## config.mk

```make
export PLATFORM = sky130hd
export DESIGN_NAME = rr_arbiter8_flat
export DESIGN_NICKNAME = d
export VERILOG_FILES = /design/src/rtl/arb_pkg.sv /design/src/rtl/rr_arbiter8_if.sv /design/src/rtl/rr_pick.sv /design/src/rtl/rr_arbiter8.sv /design/src/flat_wrapper.sv
export SDC_FILE = /design/constraint.sdc
export NUM_CORES = 1
export LEC_CHECK = 0
export CORE_UTILIZATION = 45
export CTS_CLUSTER_SIZE = 28
export DETAILED_ROUTE_END_ITERATION = 10
export GPL_ROUTABILITY_DRIVEN = 0
export HOLD_SLACK_MARGIN = 0.08
export PLACE_DENSITY = 0.64
export SKIP_CTS_REPAIR_TIMING = 1
export SYNTH_ARGS = -nofsm -noshare
export SYNTH_HDL_FRONTEND = slang
export SYNTH_HIERARCHICAL = 1
export SYNTH_SLANG_ARGS = --single-unit
```

## constraint.sdc

```tcl
create_clock -name clk -period 5.5 [get_ports clk]
set_input_delay 0.825 -clock clk [delete_from_list [all_inputs] [get_ports clk]]
set_output_delay 0.825 -clock clk [all_outputs]
set_load 0.03 [all_outputs]
```

## src/rtl/arb_pkg.sv

```systemverilog
// Shared constants and types for the eight-requester round-robin arbiter.
// ARB_HOLD_LIMIT_EN (optional) makes MAX_HOLD the per-owner hold limit.
package arb_pkg;
  localparam int N        = 8;
  localparam int IDX_W    = 3;
  localparam int MAX_HOLD = 16;

  typedef enum logic {IDLE, OWNED} state_t;

  localparam logic [IDX_W-1:0] PTR_RST = 3'd7;
endpackage

```

## src/rtl/rr_arbiter8_if.sv

```systemverilog
// Request/grant bundle between the requesting agents (master) and the arbiter (slave).
// Grant side is registered inside the arbiter; there is no backpressure, only hold/release.
interface rr_arbiter8_if;
  import arb_pkg::*;

  logic [N-1:0]     req;
  logic [N-1:0]     grant;
  logic [IDX_W-1:0] grant_idx;
  logic             grant_valid;

  modport master (output req, input grant, grant_idx, grant_valid);
  modport slave  (input req, output grant, grant_idx, grant_valid);
endinterface

```

## src/rtl/rr_pick.sv

```systemverilog
// Combinational rotating priority encoder: first set bit searching ptr, ptr-1, ... wrapping.
// Zero latency; found is low and pick/idx are zero when no bit is set.
module rr_pick
  import arb_pkg::*;
(
  input  logic [N-1:0]     req,
  input  logic [IDX_W-1:0] ptr,
  output logic [N-1:0]     pick,
  output logic [IDX_W-1:0] idx,
  output logic             found
);
  logic [IDX_W-1:0] cand;

  always_comb begin
    found = 1'b0;
    idx   = '0;
    cand  = '0;
    for (int i = 0; i < N; i++) begin
      cand = ptr - IDX_W'(i);
      if (!found && req[cand]) begin
        found = 1'b1;
        idx   = cand;
      end
    end
    pick = '0;
    if (found) pick[idx] = 1'b1;
  end
endmodule

```

## src/rtl/rr_arbiter8.sv

```systemverilog
// Round-robin arbiter, 8 requesters: registered grant one cycle after req, held until release.
// No preemption; handoff on release is same-cycle. ARB_HOLD_LIMIT_EN adds a MAX_HOLD hold limit.
module rr_arbiter8
  import arb_pkg::*;
(
  input logic         clk,
  input logic         rst,
  rr_arbiter8_if.slave bus
);
  state_t           state;
  logic [N-1:0]     grant_q;
  logic [IDX_W-1:0] idx_q;
  logic             valid_q;
  logic [IDX_W-1:0] ptr;

  logic [N-1:0]     pick_req;
  logic [N-1:0]     pick;
  logic [IDX_W-1:0] pick_idx;
  logic             found;
  logic             release_now;

  // grant_q is zero in IDLE, so this masks the owner only while OWNED.
  assign pick_req = bus.req & ~grant_q;

  rr_pick u_pick (
    .req   (pick_req),
    .ptr   (ptr),
    .pick  (pick),
    .idx   (pick_idx),
    .found (found)
  );

`ifdef ARB_HOLD_LIMIT_EN
  localparam int HOLD_W = (MAX_HOLD > 2) ? $clog2(MAX_HOLD) : 1;
  localparam logic [HOLD_W-1:0] HOLD_LAST = HOLD_W'(MAX_HOLD - 1);

  logic [HOLD_W-1:0] hold_cnt;
  logic              hold_expired;

  // Forced release only when someone else is waiting; otherwise the owner keeps it.
  assign hold_expired = (state == OWNED) && (hold_cnt == HOLD_LAST) && (|pick_req);
  assign release_now  = !bus.req[idx_q] || hold_expired;
`else
  assign release_now  = !bus.req[idx_q];
`endif

  always_ff @(posedge clk) begin
    if (rst) begin
      state   <= IDLE;
      grant_q <= '0;
      idx_q   <= '0;
      valid_q <= 1'b0;
      ptr     <= PTR_RST;
`ifdef ARB_HOLD_LIMIT_EN
      hold_cnt <= '0;
`endif
    end else begin
      unique case (state)
        IDLE: begin
          if (found) begin
            grant_q <= pick;
            idx_q   <= pick_idx;
            valid_q <= 1'b1;
            ptr     <= pick_idx - IDX_W'(1);
            state   <= OWNED;
          end
        end
        OWNED: begin
          if (release_now) begin
            if (found) begin
              grant_q <= pick;
              idx_q   <= pick_idx;
              ptr     <= pick_idx - IDX_W'(1);
            end else begin
              grant_q <= '0;
              idx_q   <= '0;
              valid_q <= 1'b0;
              state   <= IDLE;
            end
          end
        end
      endcase
`ifdef ARB_HOLD_LIMIT_EN
      if (state != OWNED || release_now) begin
        hold_cnt <= '0;
      end else if (hold_cnt != HOLD_LAST) begin
        hold_cnt <= hold_cnt + HOLD_W'(1);
      end
`endif
    end
  end

  assign bus.grant       = grant_q;
  assign bus.grant_idx   = idx_q;
  assign bus.grant_valid = valid_q;
endmodule

```

## src/flat_wrapper.sv

```systemverilog
// flat-port wrapper written by rule: the top's interface ports become plain ports
module rr_arbiter8_flat import arb_pkg::*;
  (clk, rst, bus_req, bus_grant, bus_grant_idx, bus_grant_valid);
  rr_arbiter8_if bus_i ();
  input logic clk;
  input logic rst;
  input wire logic [$bits(bus_i.req)-1:0] bus_req;
  output wire logic [$bits(bus_i.grant)-1:0] bus_grant;
  output wire logic [$bits(bus_i.grant_idx)-1:0] bus_grant_idx;
  output wire logic [$bits(bus_i.grant_valid)-1:0] bus_grant_valid;
  assign bus_i.req = bus_req;
  assign bus_grant = bus_i.grant;
  assign bus_grant_idx = bus_i.grant_idx;
  assign bus_grant_valid = bus_i.grant_valid;
  rr_arbiter8 u_core (.clk(clk), .rst(rst), .bus(bus_i));
endmodule
```

* After elaboration in Yosys (flattened, before gate mapping)
Cells that the tools add are included.
** Cells by class
- Add/sub/neg operators :: 8
- Multipliers :: 0
- Divide/modulo/power cells :: 0
- Order comparisons :: 11
- Equality and inequality tests :: 3
- Shift-type cells :: 0
- Mux-type cells :: 54
- Bitwise logic cells :: 3
- Reductions and logical operators :: 17
** Operators with widths (count)
- less-than comparator 3 x 4 -> 1 bit, second input constant :: 10
- two-way mux 3 bit :: 13
- binary-select mux 1 bit (select 3 bit) :: 9
- two-way mux 8 bit :: 3
- two-way mux 1 bit :: 23
- one-hot mux 8 bit (2 select lines) :: 1
- one-hot mux 3 bit (2 select lines) :: 2
- subtractor 3 bit, second input constant :: 4
- AND 8 bit :: 1
- logical AND 1 bit :: 8
- inverter 8 bit :: 1
- logical NOT 1 bit :: 7
- subtractor 3 x 1 -> 3 bit, second input constant :: 2
- subtractor 3 x 2 -> 3 bit, second input constant :: 2
- inequality test 2 bit, second input constant :: 2
- one-hot mux 1 bit (2 select lines) :: 2
- demux 1 bit (select 3 bit) :: 1
- >= comparator 3 x 1 -> 1 bit, second input constant :: 1
- AND reduction 3 bit :: 1
- inequality test 2 x 1 -> 1 bit, second input constant :: 1
- AND reduction 2 bit :: 1
- inverter 1 bit :: 1
** Word-level totals
- Flip-flop bits (word level) :: 16
- Latch bits :: 0
- Bits in writable memories :: 0
- ROM bits :: 0
- Bits of input ports :: 10
- Output and inout bits :: 12
- Logic and storage cells :: 101
- Memories kept :: 0

* Longest topological paths before layout
- Depth after elaboration :: 33
- Gate-level depth with buffers :: 18
- Gate-level depth less buffers :: 14

* Hierarchy
Netlist, hierarchy kept.
** Modules (own cells, without submodules)
- rr_pick :: instances 1, cells an instance 118, area each 1097.3 µm², seq. area each 0.0 µm²
- rr_arbiter8 :: instances 1, cells an instance 80, area each 814.5 µm², seq. area each 320.3 µm²

* Worst setup path before layout
No wires, ideal clock.
- Path type :: register -> register
- From :: register u_core.ptr[0]
- To :: register u_core.grant_q[0] (netlist: u_core/bus.grant[0])
- Library setup time :: 61 ps
- Arrival :: 3579 ps
- Required time :: 5439 ps
- Setup slack :: 1860 ps
- Stages on the path, launching flop included :: 18
- Path buffers :: 4
- Period minus slack after synthesis :: 3640 ps
- Path through :: dfxtp_1 -> buf_6 -> clkinv_1 -> ha_1 -> buf_4 -> mux4_2 -> mux2i_1 -> a32o_2 -> nand2_1 -> nor4_2 -> inv_1 -> buf_6 -> inv_1 -> ha_1 -> nor2b_1 -> a31o_2 -> buf_4 -> a22o_1
** On the way
- Elaborated cells on any way between the ends :: 64
- Those cells by class :: add/sub: 7; order compare: 2; eq/ne: 1; mux: 38; reduce/logical: 16
** RTL lines
- start, declared :: RTL line rr_arbiter8.sv:14 : logic [IDX_W-1:0] ptr;
- start signal, assigned :: RTL line rr_arbiter8.sv:64 : ptr <= pick_idx - IDX_W'(1);
- start signal, assigned :: RTL line rr_arbiter8.sv:73 : ptr <= pick_idx - IDX_W'(1);
- branches (longest 23 deep; another with subtractor 3 x 1 -> 3 bit)
- two-way mux 1 bit * :: RTL line rr_pick.sv:20 : if (!found && req[cand]) begin
- named net u_core.found :: RTL line rr_arbiter8.sv:19 : logic found;
- two-way mux 8 bit :: RTL line rr_arbiter8.sv:70 : if (found) begin
- two-way mux 8 bit :: RTL line rr_arbiter8.sv:69 : if (release_now) begin
- one-hot mux 8 bit (2 select lines) :: RTL line rr_arbiter8.sv:58 : unique case (state)
- end signal, assigned :: RTL line rr_arbiter8.sv:61 : grant_q <= pick;
- end signal, assigned :: RTL line rr_arbiter8.sv:71 : grant_q <= pick;
- end, declared :: RTL line rr_arbiter8.sv:11 : logic [N-1:0] grant_q;
Mark *: on every way through the listed nets, which the timed path passes. The select of a mux whose other input is x is not followed.
A chain may end at the register's enable or synchronous reset.

* Final worst setup path
- From :: input bus_req[5]
- To :: register u_core.grant_q[5] (netlist: u_core/bus.grant[5])
** On the way
- Elaborated cells on any way between the ends :: 61
- Those cells by class :: order compare: 2; eq/ne: 2; mux: 40; bitwise: 1; reduce/logical: 16
** RTL lines
- start, declared :: RTL line flat_wrapper.sv:7 : input wire logic [$bits(bus_i.req)-1:0] bus_req;
- AND 8 bit * :: RTL line rr_arbiter8.sv:23 : assign pick_req = bus.req & ~grant_q;
- named net u_core.pick_req[5] :: RTL line rr_arbiter8.sv:16 : logic [N-1:0] pick_req;
- binary-select mux 1 bit (select 3 bit) :: RTL line rr_pick.sv:20
- two-way mux 1 bit (not written as such) :: RTL line rr_pick.sv:20
- two-way mux 1 bit :: RTL line rr_pick.sv:20
- logical NOT 1 bit :: RTL line rr_pick.sv:20
- logical AND 1 bit :: RTL line rr_pick.sv:20
- two-way mux 1 bit :: RTL line rr_pick.sv:20
- (+14 left out)
- two-way mux 1 bit :: RTL line rr_pick.sv:20
- logical NOT 1 bit :: RTL line rr_pick.sv:20
- logical AND 1 bit :: RTL line rr_pick.sv:20
- two-way mux 1 bit * :: RTL line rr_pick.sv:20
- named net u_core.found :: RTL line rr_arbiter8.sv:19
- two-way mux 8 bit :: RTL line rr_arbiter8.sv:70
- two-way mux 8 bit :: RTL line rr_arbiter8.sv:69
- one-hot mux 8 bit (2 select lines) :: RTL line rr_arbiter8.sv:58
Mark *: on every way through the listed nets, which the timed path passes. The rest lies on a longest branch. The select of a mux whose other input is x is not followed.

==> impl_metrics.py <==
metrics = {
    "outcome": {
        "outcome": "finished clean",
    },
    "synth": {
        "synthCells": 198,
        "synth_area_leader_cell": "dfxtp_1",
        "syn_area_per_cell_um2": 9.656,
        "yosysMostFrequentCell": "nor2_1",
        "ys_top_cells_by_count": "nor2_1 (17), dfxtp_1 (16), mux2i_1 (12), mux4_2 (12)",
        "synth_area_um2": 1912,
        "synth_edf_count": 0,
        "syn-num-nets": 212,
        "synth.distinct_cells": 59,
        "netlist.area_leader.share_pct": 16.75,
        "ys_warn_count": 6,
        "yosysSeqAreaShare_pct": 16.75,
        "ys_ff_latch": 16,
        "synth-async-reset-ratio_pct": 0,
        "synth_ff_type": "dfxtp_1",
        "synth_area_leaders": "dfxtp_1 (17%), mux4_2 (14%), mux2i_1 (6.3%)",
    },
    "drt": {
        "drtIter0Drc": 192,
        "routed_wirelength_mm": 4.948,
        "drt_pass1_iterations": 5,
        "wl_per_cell_um": 18.74,
        "vias": 1725,
        "drcViolationCount": 0,
        "final_antenna_net_count": 0,
        "via_per_inst": 6.534,
    },
    "global_routing": {
        "grt_antenna_before_repair": 0,
        "grt_pass1_wl_mm": 7.948,
        "track_usage_pct": 23.55,
        "grt_pass1_vias": 1567,
        "grt_max_degree": 21,
        "overflow": 0,
    },
    "placement": {
        "port-buffer-count": 21,
        "place_ws_ps": 1137,
        "dp_hpwl_mm": 3.853,
    },
    "worst_hold_path": {
        "hold_class": "flip-flop to flip-flop",
        "hold_end": "u_core/bus.grant_valid",
        "worstHoldPathCells": 1,
        "min-delay-start": "u_core/state",
    },
    "floorplanning": {
        "io_pins": 22,
        "die_w_um": 67.18,
        "row_count": 23,
        "start_util_pct": 47.45,
        "die_y_um": 67.18,
        "core_area_um2": 4029,
        "die_area_um2": 4513,
    },
    "clock_network": {
        "clock_latency_ps": 250,
        "htree_num_levels": 1,
        "clkTransAtPathRegs_ps": 60,
        "root_buffer": "clkbuf_8",
        "cts_buffers": 3,
        "clock_path_buffers": 2,
        "cts_sinks": 16,
        "cts_tree": "yes",
    },
    "setup_path": {
        "crit_type": "input port to flip-flop",
        "cpMaxStageDelayCell": "mux4_2",
        "startpoint_type": "input port",
        "path_cells": "clkdlybuf4s50_1 > nor2b_1 > mux4_2 > mux2i_1 > a32o_2 > nand2_1 > nor4_2 > inv_1 > inv_1 > ha_1 > nor2b_1 > a31o_2 > a22o_1",
        "ff2ff_path_depth": 13,
        "crit_path_max_incr_delay_ps": 590,
        "cp-end-kind": "flip-flop",
        "timing.rr.end": "u_core/bus.grant[5]",
        "rr_startpoint": "u_core/ptr[0]",
        "worstPathArrival_ps": 4330,
        "path_max_fanout": 10,
        "reg2reg_slack_ps": 1390,
        "required_ps": 5690,
    },
    "sta": {
        "rsz0062_at_grt": "false",
        "clock_skew_ps": 3.341,
        "min_period_over_period_pct": 75.17,
        "finalSetupTns_ps": 0,
        "drv_slew": 0,
        "hold_viol": 0,
        "setup_ws_ps": 1365,
        "final.min_clock_period_ps": 4135,
        "tightest_slew_ps": 887.9,
        "fmax_mhz": 241.9,
        "final-setup-viol-count": 0,
        "max_slew_margin_pct": 40.73,
    },
    "final_layout": {
        "final_nets": 229,
        "n_fill_cell": 370,
        "multi_input_area_um2": 1454,
        "antennaDiodeCount": 0,
        "seqCellArea_um2": 320.3,
        "syn_to_final_growth_pct": 13.48,
        "layout-drive-gt1-share_pct": 19.63,
    },
    "pwr": {
        "powerDensity_nw_per_um2": 755.3,
        "peakVddDrop_mv": 0.3117,
        "leakagePower_nw": 0.8233,
    },
    "job": {
        "max_cap_viol_count": 0,
    },
}
## report_power, final
part	switching, mW	total, mW	internal, mW
registers	0.0518	0.208	0.156
clock network	0.0420	0.106	0.0636
logic	0.735	1.33	0.591
total	0.828	1.64	0.810
## worst max-delay path, delay by kind of cell
kind | cells | cell delay, ps
AOI/OAI and AO/OA | 3 | 630
adders and majority gates | 1 | 250
buffers and inverters | 3 | 820
muxes | 2 | 860
and+or+nand+nor | 4 | 950
## registers in the layout, summed over array words and instances (netlist names)
signal,flops
u_core/bus.grant,8
u_core/bus.grant_valid,1
u_core/state,1
u_core/ptr,3
u_core/bus.grant_idx,3
## logic make-up after synthesis
| group | count (synthesis) | synth area share [%] |
|---|---|---|
| and+or+nand+nor | 67 | 20.49 |
| AOI/OAI and AO/OA | 51 | 25.46 |
| muxes | 30 | 24.74 |
| buffers and inverters | 24 | 7.199 |
| DFF | 16 | 16.75 |
| xor gates and xnor gates | 6 | 2.749 |
| adders and majority gates | 4 | 2.618 |
## worst max-delay path by stage
| stage | to | cells after the start | start | slack, ps |
|---|---|---|---|---|
| after floorplan | u_core/bus.grant[0] | 17 | u_core/ptr[0] | 1860 |
| after global placement | u_core/bus.grant[5] | 12 | bus_req[5] | 1290 |
| after detailed placement | u_core/bus.grant[5] | 13 | bus_req[5] | 1140 |
| after CTS | u_core/bus.grant[5] | 13 | bus_req[5] | 1400 |
| after global routing | u_core/bus.grant_idx[0] | 12 | u_core/ptr[0] | 1100 |
| final | u_core/bus.grant[5] | 13 | bus_req[5] | 1370 |
## layer usage
layer,up-vias,global-route usage [%],routed length (µm)
li1,810,-,-
met1,845,30.43,2162
met2,55,39.88,2449
met3,15,1.351,150
met4,0,11.17,186
met5,-,0,0
## cells in the final DEF (no fill, tap or decap), drive strengths merged, types with 4 or more instances in the layout
cell type	synthesis	routed
o32ai	4	4
nor2b	10	10
mux2	5	5
a311oi	4	4
a21oi	6	6
clkdlybuf4s50	0	21
xnor2	4	4
nor2	17	17
nand2	10	10
clkbuf	2	4
dfxtp	16	16
nand3	4	4
mux2i	12	12
nor3	6	6
ha	4	4
inv	11	11
o21ai	4	4
a22o	11	11
mux4	13	13
and2	5	5
## stage by stage
step	util [%]	area, µm²	hold WS, ps	instances	power, mW
final	53.85	2170	466.7	264	1.639
after global routing	53.85	2170	518.5	264	1.753
after CTS	53.85	2170	466.8	264	1.632
after detailed placement	52.48	2115	454.4	260	1.519
after global placement	52.48	2115	441.3	260	1.497
after floorplan	-	1912	424.9	198	1.257
## cell type report
| type | count | area share, % |
|---|---|---|
| clock buffer | 4 | 2.537 |
| inverter | 12 | 2.076 |
| multi-input combinational | 158 | 67.01 |
| sequential | 16 | 14.76 |
| tap | 50 | 2.884 |
| timing repair buffer | 24 | 10.73 |
No activity file was read; power rests on OpenSTA's default activity.
